<file path="src/rtl/yonga_lz4_frame_pkg.sv">
// Shared types and constants for the LZ4 frame parser: state encoding,
// error codes, magic bytes and the block-size limit derived from BD.
package yonga_lz4_frame_pkg;

    typedef enum logic [3:0] {
        ST_MAGIC  = 4'd0,
        ST_FLG    = 4'd1,
        ST_BD     = 4'd2,
        ST_OPT    = 4'd3,
        ST_HC     = 4'd4,
        ST_BSIZE  = 4'd5,
        ST_DATA   = 4'd6,
        ST_BCHK   = 4'd7,
        ST_CCHK   = 4'd8,
        ST_SKSIZE = 4'd9,
        ST_SKIP   = 4'd10,
        ST_ERR    = 4'd11
    } state_e;

    localparam logic [2:0] ERR_NONE  = 3'd0;
    localparam logic [2:0] ERR_MAGIC = 3'd1;
    localparam logic [2:0] ERR_FLG   = 3'd2;
    localparam logic [2:0] ERR_BD    = 3'd3;
    localparam logic [2:0] ERR_RAW   = 3'd4;
    localparam logic [2:0] ERR_BSIZE = 3'd5;

    localparam logic [7:0] MAGIC_STD_B0  = 8'h04;
    localparam logic [3:0] MAGIC_SKIP_HI = 4'h5;
    localparam logic [7:0] MAGIC_STD_B1  = 8'h22;
    localparam logic [7:0] MAGIC_SKIP_B1 = 8'h2A;
    localparam logic [7:0] MAGIC_B2      = 8'h4D;
    localparam logic [7:0] MAGIC_B3      = 8'h18;

    // Largest legal block for a BD block-max id; ids below 4 are rejected earlier
    function automatic logic [31:0] max_block_size(input logic [2:0] bd_id);
        logic [31:0] size;
        case (bd_id)
            3'd4:    size = 32'h0001_0000;
            3'd5:    size = 32'h0004_0000;
            3'd6:    size = 32'h0010_0000;
            3'd7:    size = 32'h0040_0000;
            default: size = 32'h0000_0000;
        endcase
        return size;
    endfunction

endpackage

</file>
<file path="src/rtl/yonga_lz4_frame_parser.sv">
// LZ4 frame parser: strips frame/block framing and checksums, forwards only
// compressed payload bytes to the decoder FIFO, reports frames and errors.
module yonga_lz4_frame_parser
    import yonga_lz4_frame_pkg::*;
#(
    parameter int unsigned FCNT_W = 8
) (
    input  logic              clk,
    input  logic              rstn,
    input  logic              i_clear,
    input  logic              s_valid,
    input  logic [7:0]        s_data,
    output logic              s_ready,
    output logic              m_wr_en,
    output logic [7:0]        m_data,
    input  logic              m_full,
    output logic              o_in_frame,
    output logic              o_frame_done,
    output logic [FCNT_W-1:0] o_frame_count,
    output logic              o_error,
    output logic [2:0]        o_err_code
);

    state_e             state_q;
    logic [1:0]         idx_q;
    logic               skp_q;
    logic [31:0]        shreg_q;
    logic [31:0]        cnt_q;
    logic               bchk_q;
    logic               csize_q;
    logic               cchk_q;
    logic               dictid_q;
    logic [2:0]         bd_q;
    logic               wr_en_q;
    logic [7:0]         data_q;
    logic               in_frame_q;
    logic               done_q;
    logic [FCNT_W-1:0]  fcnt_q;
    logic               error_q;
    logic [2:0]         code_q;

    logic               accept_s;
    logic [31:0]        shreg_d;
    logic               word_done_s;
    logic               size_zero_s;
    logic [31:0]        max_blk_s;
    logic [31:0]        opt_len_s;
    logic               cnt_last_s;
    logic [7:0]         magic_exp_s;
    logic               magic_ok_s;
    logic               frame_end_s;
    logic [2:0]         err_code_s;

    assign accept_s    = s_valid && s_ready;
    // Little-endian fields: the newest byte lands in the top byte
    assign shreg_d     = {s_data, shreg_q[31:8]};
    assign word_done_s = (idx_q == 2'd3);
    assign size_zero_s = (shreg_d == 32'h0000_0000);
    assign max_blk_s   = max_block_size(bd_q);
    assign opt_len_s   = {28'h000_0000, csize_q, dictid_q, 2'b00};
    assign cnt_last_s  = (cnt_q == 32'h0000_0001);

    assign frame_end_s = ((state_q == ST_BSIZE) && word_done_s && size_zero_s && !cchk_q) ||
                         ((state_q == ST_CCHK) && word_done_s);

    // Input handshake: closed in reset, clear and ERR; DATA paces to one byte per two cycles
    always_comb begin
        s_ready = 1'b0;
        if (!rstn || i_clear) begin
            s_ready = 1'b0;
        end else if (state_q == ST_ERR) begin
            s_ready = 1'b0;
        end else if (state_q == ST_DATA) begin
            s_ready = !m_full && !wr_en_q;
        end else begin
            s_ready = 1'b1;
        end
    end

    // Expected magic byte at the current position of the 4-byte magic word
    always_comb begin
        case (idx_q)
            2'd0:    magic_exp_s = MAGIC_STD_B0;
            2'd1:    magic_exp_s = skp_q ? MAGIC_SKIP_B1 : MAGIC_STD_B1;
            2'd2:    magic_exp_s = MAGIC_B2;
            default: magic_exp_s = MAGIC_B3;
        endcase
        magic_ok_s = (s_data == magic_exp_s) ||
                     ((idx_q == 2'd0) && (s_data[7:4] == MAGIC_SKIP_HI));
    end

    // Validate the byte presented against the field the parser is in
    always_comb begin
        err_code_s = ERR_NONE;
        case (state_q)
            ST_MAGIC: begin
                if (!magic_ok_s) begin
                    err_code_s = ERR_MAGIC;
                end else begin
                    err_code_s = ERR_NONE;
                end
            end
            ST_FLG: begin
                if ((s_data[7:6] != 2'b01) || s_data[1]) begin
                    err_code_s = ERR_FLG;
                end else begin
                    err_code_s = ERR_NONE;
                end
            end
            ST_BD: begin
                if (s_data[7] || !s_data[6] || (s_data[3:0] != 4'h0)) begin
                    err_code_s = ERR_BD;
                end else begin
                    err_code_s = ERR_NONE;
                end
            end
            ST_BSIZE: begin
                if (word_done_s && shreg_d[31]) begin
                    err_code_s = ERR_RAW;
                end else if (word_done_s && (shreg_d > max_blk_s)) begin
                    err_code_s = ERR_BSIZE;
                end else begin
                    err_code_s = ERR_NONE;
                end
            end
            default: err_code_s = ERR_NONE;
        endcase
    end

    // Parser FSM, field counters and registered outputs
    always_ff @(posedge clk) begin
        if (!rstn || i_clear) begin
            state_q    <= ST_MAGIC;
            idx_q      <= 2'd0;
            skp_q      <= 1'b0;
            shreg_q    <= 32'h0000_0000;
            cnt_q      <= 32'h0000_0000;
            bchk_q     <= 1'b0;
            csize_q    <= 1'b0;
            cchk_q     <= 1'b0;
            dictid_q   <= 1'b0;
            bd_q       <= 3'd0;
            wr_en_q    <= 1'b0;
            data_q     <= 8'h00;
            in_frame_q <= 1'b0;
            done_q     <= 1'b0;
            fcnt_q     <= {FCNT_W{1'b0}};
            error_q    <= 1'b0;
            code_q     <= ERR_NONE;
        end else begin
            wr_en_q <= 1'b0;
            done_q  <= 1'b0;
            if (accept_s) begin
                shreg_q <= shreg_d;
                if (err_code_s != ERR_NONE) begin
                    state_q    <= ST_ERR;
                    error_q    <= 1'b1;
                    code_q     <= err_code_s;
                    in_frame_q <= 1'b0;
                end else if (frame_end_s) begin
                    state_q    <= ST_MAGIC;
                    idx_q      <= 2'd0;
                    done_q     <= 1'b1;
                    fcnt_q     <= fcnt_q + FCNT_W'(1);
                    in_frame_q <= 1'b0;
                end else begin
                    // 4-byte fields end with idx_q wrapping back to 0
                    case (state_q)
                        ST_MAGIC: begin
                            idx_q <= idx_q + 2'd1;
                            if (idx_q == 2'd0) begin
                                skp_q <= (s_data != MAGIC_STD_B0);
                            end
                            if (word_done_s) begin
                                if (skp_q) begin
                                    state_q <= ST_SKSIZE;
                                end else begin
                                    state_q    <= ST_FLG;
                                    in_frame_q <= 1'b1;
                                end
                            end
                        end
                        ST_FLG: begin
                            bchk_q   <= s_data[4];
                            csize_q  <= s_data[3];
                            cchk_q   <= s_data[2];
                            dictid_q <= s_data[0];
                            state_q  <= ST_BD;
                        end
                        ST_BD: begin
                            bd_q <= s_data[6:4];
                            if (opt_len_s != 32'h0000_0000) begin
                                cnt_q   <= opt_len_s;
                                state_q <= ST_OPT;
                            end else begin
                                state_q <= ST_HC;
                            end
                        end
                        ST_OPT: begin
                            cnt_q <= cnt_q - 32'h0000_0001;
                            if (cnt_last_s) begin
                                state_q <= ST_HC;
                            end
                        end
                        ST_HC: state_q <= ST_BSIZE;
                        ST_BSIZE: begin
                            idx_q <= idx_q + 2'd1;
                            if (word_done_s) begin
                                if (size_zero_s) begin
                                    state_q <= ST_CCHK;
                                end else begin
                                    cnt_q   <= shreg_d;
                                    state_q <= ST_DATA;
                                end
                            end
                        end
                        ST_DATA: begin
                            wr_en_q <= 1'b1;
                            data_q  <= s_data;
                            cnt_q   <= cnt_q - 32'h0000_0001;
                            if (cnt_last_s) begin
                                state_q <= bchk_q ? ST_BCHK : ST_BSIZE;
                            end
                        end
                        ST_BCHK: begin
                            idx_q <= idx_q + 2'd1;
                            if (word_done_s) begin
                                state_q <= ST_BSIZE;
                            end
                        end
                        ST_CCHK: idx_q <= idx_q + 2'd1;
                        ST_SKSIZE: begin
                            idx_q <= idx_q + 2'd1;
                            if (word_done_s) begin
                                if (size_zero_s) begin
                                    state_q <= ST_MAGIC;
                                end else begin
                                    cnt_q   <= shreg_d;
                                    state_q <= ST_SKIP;
                                end
                            end
                        end
                        ST_SKIP: begin
                            cnt_q <= cnt_q - 32'h0000_0001;
                            if (cnt_last_s) begin
                                state_q <= ST_MAGIC;
                            end
                        end
                        ST_ERR:  state_q <= ST_ERR;
                        default: state_q <= ST_ERR;
                    endcase
                end
            end
        end
    end

    assign m_wr_en       = wr_en_q;
    assign m_data        = data_q;
    assign o_in_frame    = in_frame_q;
    assign o_frame_done  = done_q;
    assign o_frame_count = fcnt_q;
    assign o_error       = error_q;
    assign o_err_code    = code_q;

endmodule

</file>
<file path="config.mk">
export PLATFORM = sky130hd
export DESIGN_NAME = yonga_lz4_frame_parser
export DESIGN_NICKNAME = d
export VERILOG_FILES = /design/src/rtl/yonga_lz4_frame_pkg.sv /design/src/rtl/yonga_lz4_frame_parser.sv
export SDC_FILE = /design/constraint.sdc
export NUM_CORES = 1
export LEC_CHECK = 0
export BUFFER_PORTS_ARGS = -buffer_cell sky130_fd_sc_hd__buf_2
export CORE_MARGIN = 10
export CORE_UTILIZATION = 40
export CTS_CLUSTER_SIZE = 20
export DETAILED_ROUTE_END_ITERATION = 10
export HOLD_SLACK_MARGIN = 0.02
export PLACE_DENSITY_LB_ADDON = 0.2
export SETUP_SLACK_MARGIN = 0.15
export SLEW_MARGIN = 20
export SYNTH_ARGS = -nofsm -noshare
export SYNTH_HDL_FRONTEND = slang
export SYNTH_SLANG_ARGS = --single-unit
</file>
<file path="constraint.sdc">
create_clock -name clk -period 6.3 [get_ports clk]
set_input_delay 0.63 -clock clk [delete_from_list [all_inputs] [get_ports clk]]
set_output_delay 0.63 -clock clk [all_outputs]
set_load 0.1 [all_outputs]
</file>
==> flow_metrics.env <==
export IMPL_holdBufCountCts=0
export IMPL_finalSetupViolCount=0
export IMPL_synth_common_cells="nand2_1 (98), dfxtp_1 (93), nor2_1 (47)"
export IMPL_syn_avg_cell_area_um2=7.903
export IMPL_antenna_cells=0
export IMPL_core_area_um2=13140
export IMPL_slew_violations=0
export IMPL_final_setup_skew_ps=8.313
export IMPL_grt_setup_unrepaired="no"
export IMPL_vias=5260
export IMPL_path_cells="nor4_1 -> nand4_1 -> or4_1 -> and3b_1 -> nor2_4 -> a311oi_1"
export IMPL_numCtsBuffers=9
export IMPL_hold_violations=0
export IMPL_worstSetupStartpoint="shreg_q[21]"
export IMPL_r2r_end="cnt_q[3]"
export IMPL_place_gp_congestion=0.8582
export IMPL_antenna_found_initial=0
export IMPL_start_util_pct=40.54
export IMPL_dp_hpwl_um=10670
export IMPL_synth_edf_count=0
export IMPL_crit_type="reg -> reg"
export IMPL_regArea_um2=1862
export IMPL_drc_errors=0
export IMPL_cts_root_buf="clkbuf_16"
export IMPL_clock_path_buffers=2
export IMPL_cts_tree="built"
export IMPL_drtAntennaViolNets=0
export IMPL_grt_pass1_wl_um=26210
export IMPL_synth_warnings=0
export IMPL_syn_to_final_growth_pct=9.631
export IMPL_cellLeakagePower_nw=2.178
export IMPL_tightest_slew_ps=1021
export IMPL_num_io_pins=37
export IMPL_clkLatencyLatePin_ps=360
export IMPL_ys_seq_area_share_pct=34.95
export IMPL_wirelength_um=16090
export IMPL_grt_start_max_net_pins=64
export IMPL_finalPower_mw=1.171
export IMPL_dieArea_um2=18330
export IMPL_dr_pass1_iters=5
export IMPL_ys_types=64
export IMPL_drt_iter0_markers=554
export IMPL_grt_pass1_vias=4931
export IMPL_path_max_fanout=29
export IMPL_hold_class="reg -> reg"
export IMPL_endpoint_kind="register"
export IMPL_post_synth_top_count_cell="nand2_1"
export IMPL_grt_total_usage_pct=17.62
export IMPL_postSynthCellCount=674
export IMPL_cts_resized=0
export IMPL_rows=42
export IMPL_synth_nets=700
export IMPL_synth_top_cell_area_share_pct=34.95
export IMPL_slew_headroom_pct=31.50
export IMPL_rr_worst_depth=6
export IMPL_via_per_inst=6.174
export IMPL_die_y_um=135.4
export IMPL_ys_ff_latch=93
export IMPL_io_buffers=36
export IMPL_gr_total_overflow=0
export IMPL_synthFlopType="dfxtp_1"
export IMPL_fillCellCount=1366
export IMPL_slowest_stage="nor2_4"
export IMPL_peakVddDrop_uv=110.2
export IMPL_r2r_start="shreg_q[21]"
export IMPL_required_ps=6490
export IMPL_postCtsSetupBuffers=0
export IMPL_timing_fmax_ghz=0.2982
export IMPL_layout_drive_gt1_share_pct=11.39
export IMPL_startpoint_type="register"
export IMPL_async_flop_share_pct=0
export IMPL_cap_violations=0
export IMPL_critPathMaxStageDelay_ps=750
export IMPL_wl_per_cell_um=18.88
export IMPL_fin_tns_setup_ps=0
export IMPL_crit_arrival_ps=3550
export IMPL_fin_nets=697
export IMPL_powerDensity_nw_per_um2=200.6
export IMPL_fin_crit_ps=3354
export IMPL_synthesis_area_um2=5326
export IMPL_endpoint="cnt_q[3]"
export IMPL_clock_sinks=93
export IMPL_synthTopCellsByArea="dfxtp_1 (35%), nand2_1 (6.9%), a21oi_1 (4.3%)"
export IMPL_die_width_um=135.4
export IMPL_fin_crit_sh_pct=53.23
export IMPL_htree_num_levels=3
export IMPL_status="finished clean"
export IMPL_multi_input_area_um2=3181
export IMPL_clk_pin_slew_ps=60
export IMPL_synth_top_area_cell="dfxtp_1"
export IMPL_ff2ff_setup_slack_ps=2950
layout by cell type, fill, tap and decap left out, types with 5 or more instances in the layout:
| master | instances |
|---|---|
| nand2b_1 | 6 |
| a211oi_1 | 14 |
| clkbuf_16 | 9 |
| a21oi_1 | 46 |
| o31ai_1 | 19 |
| o311ai_0 | 6 |
| inv_1 | 15 |
| buf_2 | 36 |
| buf_4 | 9 |
| mux2i_1 | 18 |
| a21o_1 | 5 |
| o21ai_0 | 22 |
| or4_1 | 9 |
| dfxtp_1 | 93 |
| nor2_1 | 47 |
| nand3_1 | 35 |
| nor4_1 | 19 |
| nand2_1 | 98 |
| xor2_1 | 6 |
| a32o_1 | 23 |
| o41ai_1 | 7 |
| nor3_1 | 16 |
| ha_1 | 13 |
| a22oi_1 | 11 |
| or2_2 | 5 |
| nand4_1 | 8 |
| a22o_1 | 6 |
area by class of cell:
class / instances / area share, %
multi-input cells: 506 / 54.47
flip-flops and latches: 93 / 31.88
repair buffers: 45 / 4.243
clock buffers: 10 / 3.921
well taps: 176 / 3.771
inverters: 16 / 1.028
clock inverters: 6 / 0.6857
sequential cells by signal, indices dropped and copies added, names as in the netlist, 2 cells and up:
name	count
bd_q	3
o_frame_count	8
o_err_code	3
idx_q	2
state_q	4
cnt_q	32
m_data	8
shreg_q	24
logic make-up (layout without fill, tap and decap cells):
group / Yosys count / in the layout / synth area share [%]
buf+inv: 75 / 77 / 5.755
fa+ha+maj: 13 / 13 / 3.054
mux: 19 / 19 / 3.594
simple gates: 277 / 277 / 25.82
xor+xnor: 10 / 10 / 1.644
compound gates: 187 / 187 / 25.18
flops: 93 / 93 / 34.95
metrics by stage:
step | utilization [%] | hold WS, ps | cells | instance area (µm²) | setup slack (ps)
after floorplan | - | 438.2 | 674 | 5326 | 3171
after global placement | 42.40 | 435.5 | 836 | 5570 | 2828
after detailed placement | 42.40 | 445.0 | 836 | 5570 | 2828
after CTS | 44.45 | 454.4 | 852 | 5839 | 3023
after global routing | 44.45 | 476.3 | 852 | 5839 | 2782
final | 44.45 | 448.8 | 852 | 5839 | 2946
critical path: cells and delay by family, from the launching register on:
| kind | cells | cell delay, ps |
|---|---|---|
| DFF | 1 | 350 |
| and+or+nand+nor | 5 | 2670 |
| AOI/OAI and AO/OA | 1 | 170 |
report_power, final:
group | switching [mW] | leakage, nW | internal, mW
Combinational | 0.0484 | 1.30 | 0.0172
Clock | 0.245 | 0.132 | 0.267
Sequential | 0.00451 | 0.749 | 0.589
Total | 0.297 | 2.18 | 0.874
metal layers:
metal,vias to the layer above,part of all wire [%],GRT usage (%)
li1,2499,-,-
met1,2581,47,23.71
met2,161,46,27.78
met3,19,5.5,3.969
met4,0,1.2,4.605
met5,-,0,0
how the worst min path moves through the flow:
| stage | from | endpoint | slack (ps) | depth (start not counted) |
|---|---|---|---|---|
| 4_1_cts | o_error | o_error | 450 | 2 |
| 2_1_floorplan | cchk_q | cchk_q | 440 | 2 |
| 6_report | o_error | o_error | 450 | 2 |
| 3_3_place_gp | o_error | o_error | 440 | 2 |
| 3_5_place_dp | o_error | o_error | 450 | 2 |
| 5_1_grt | o_in_frame | o_in_frame | 480 | 2 |
No activity file was read; power rests on OpenSTA's default activity.
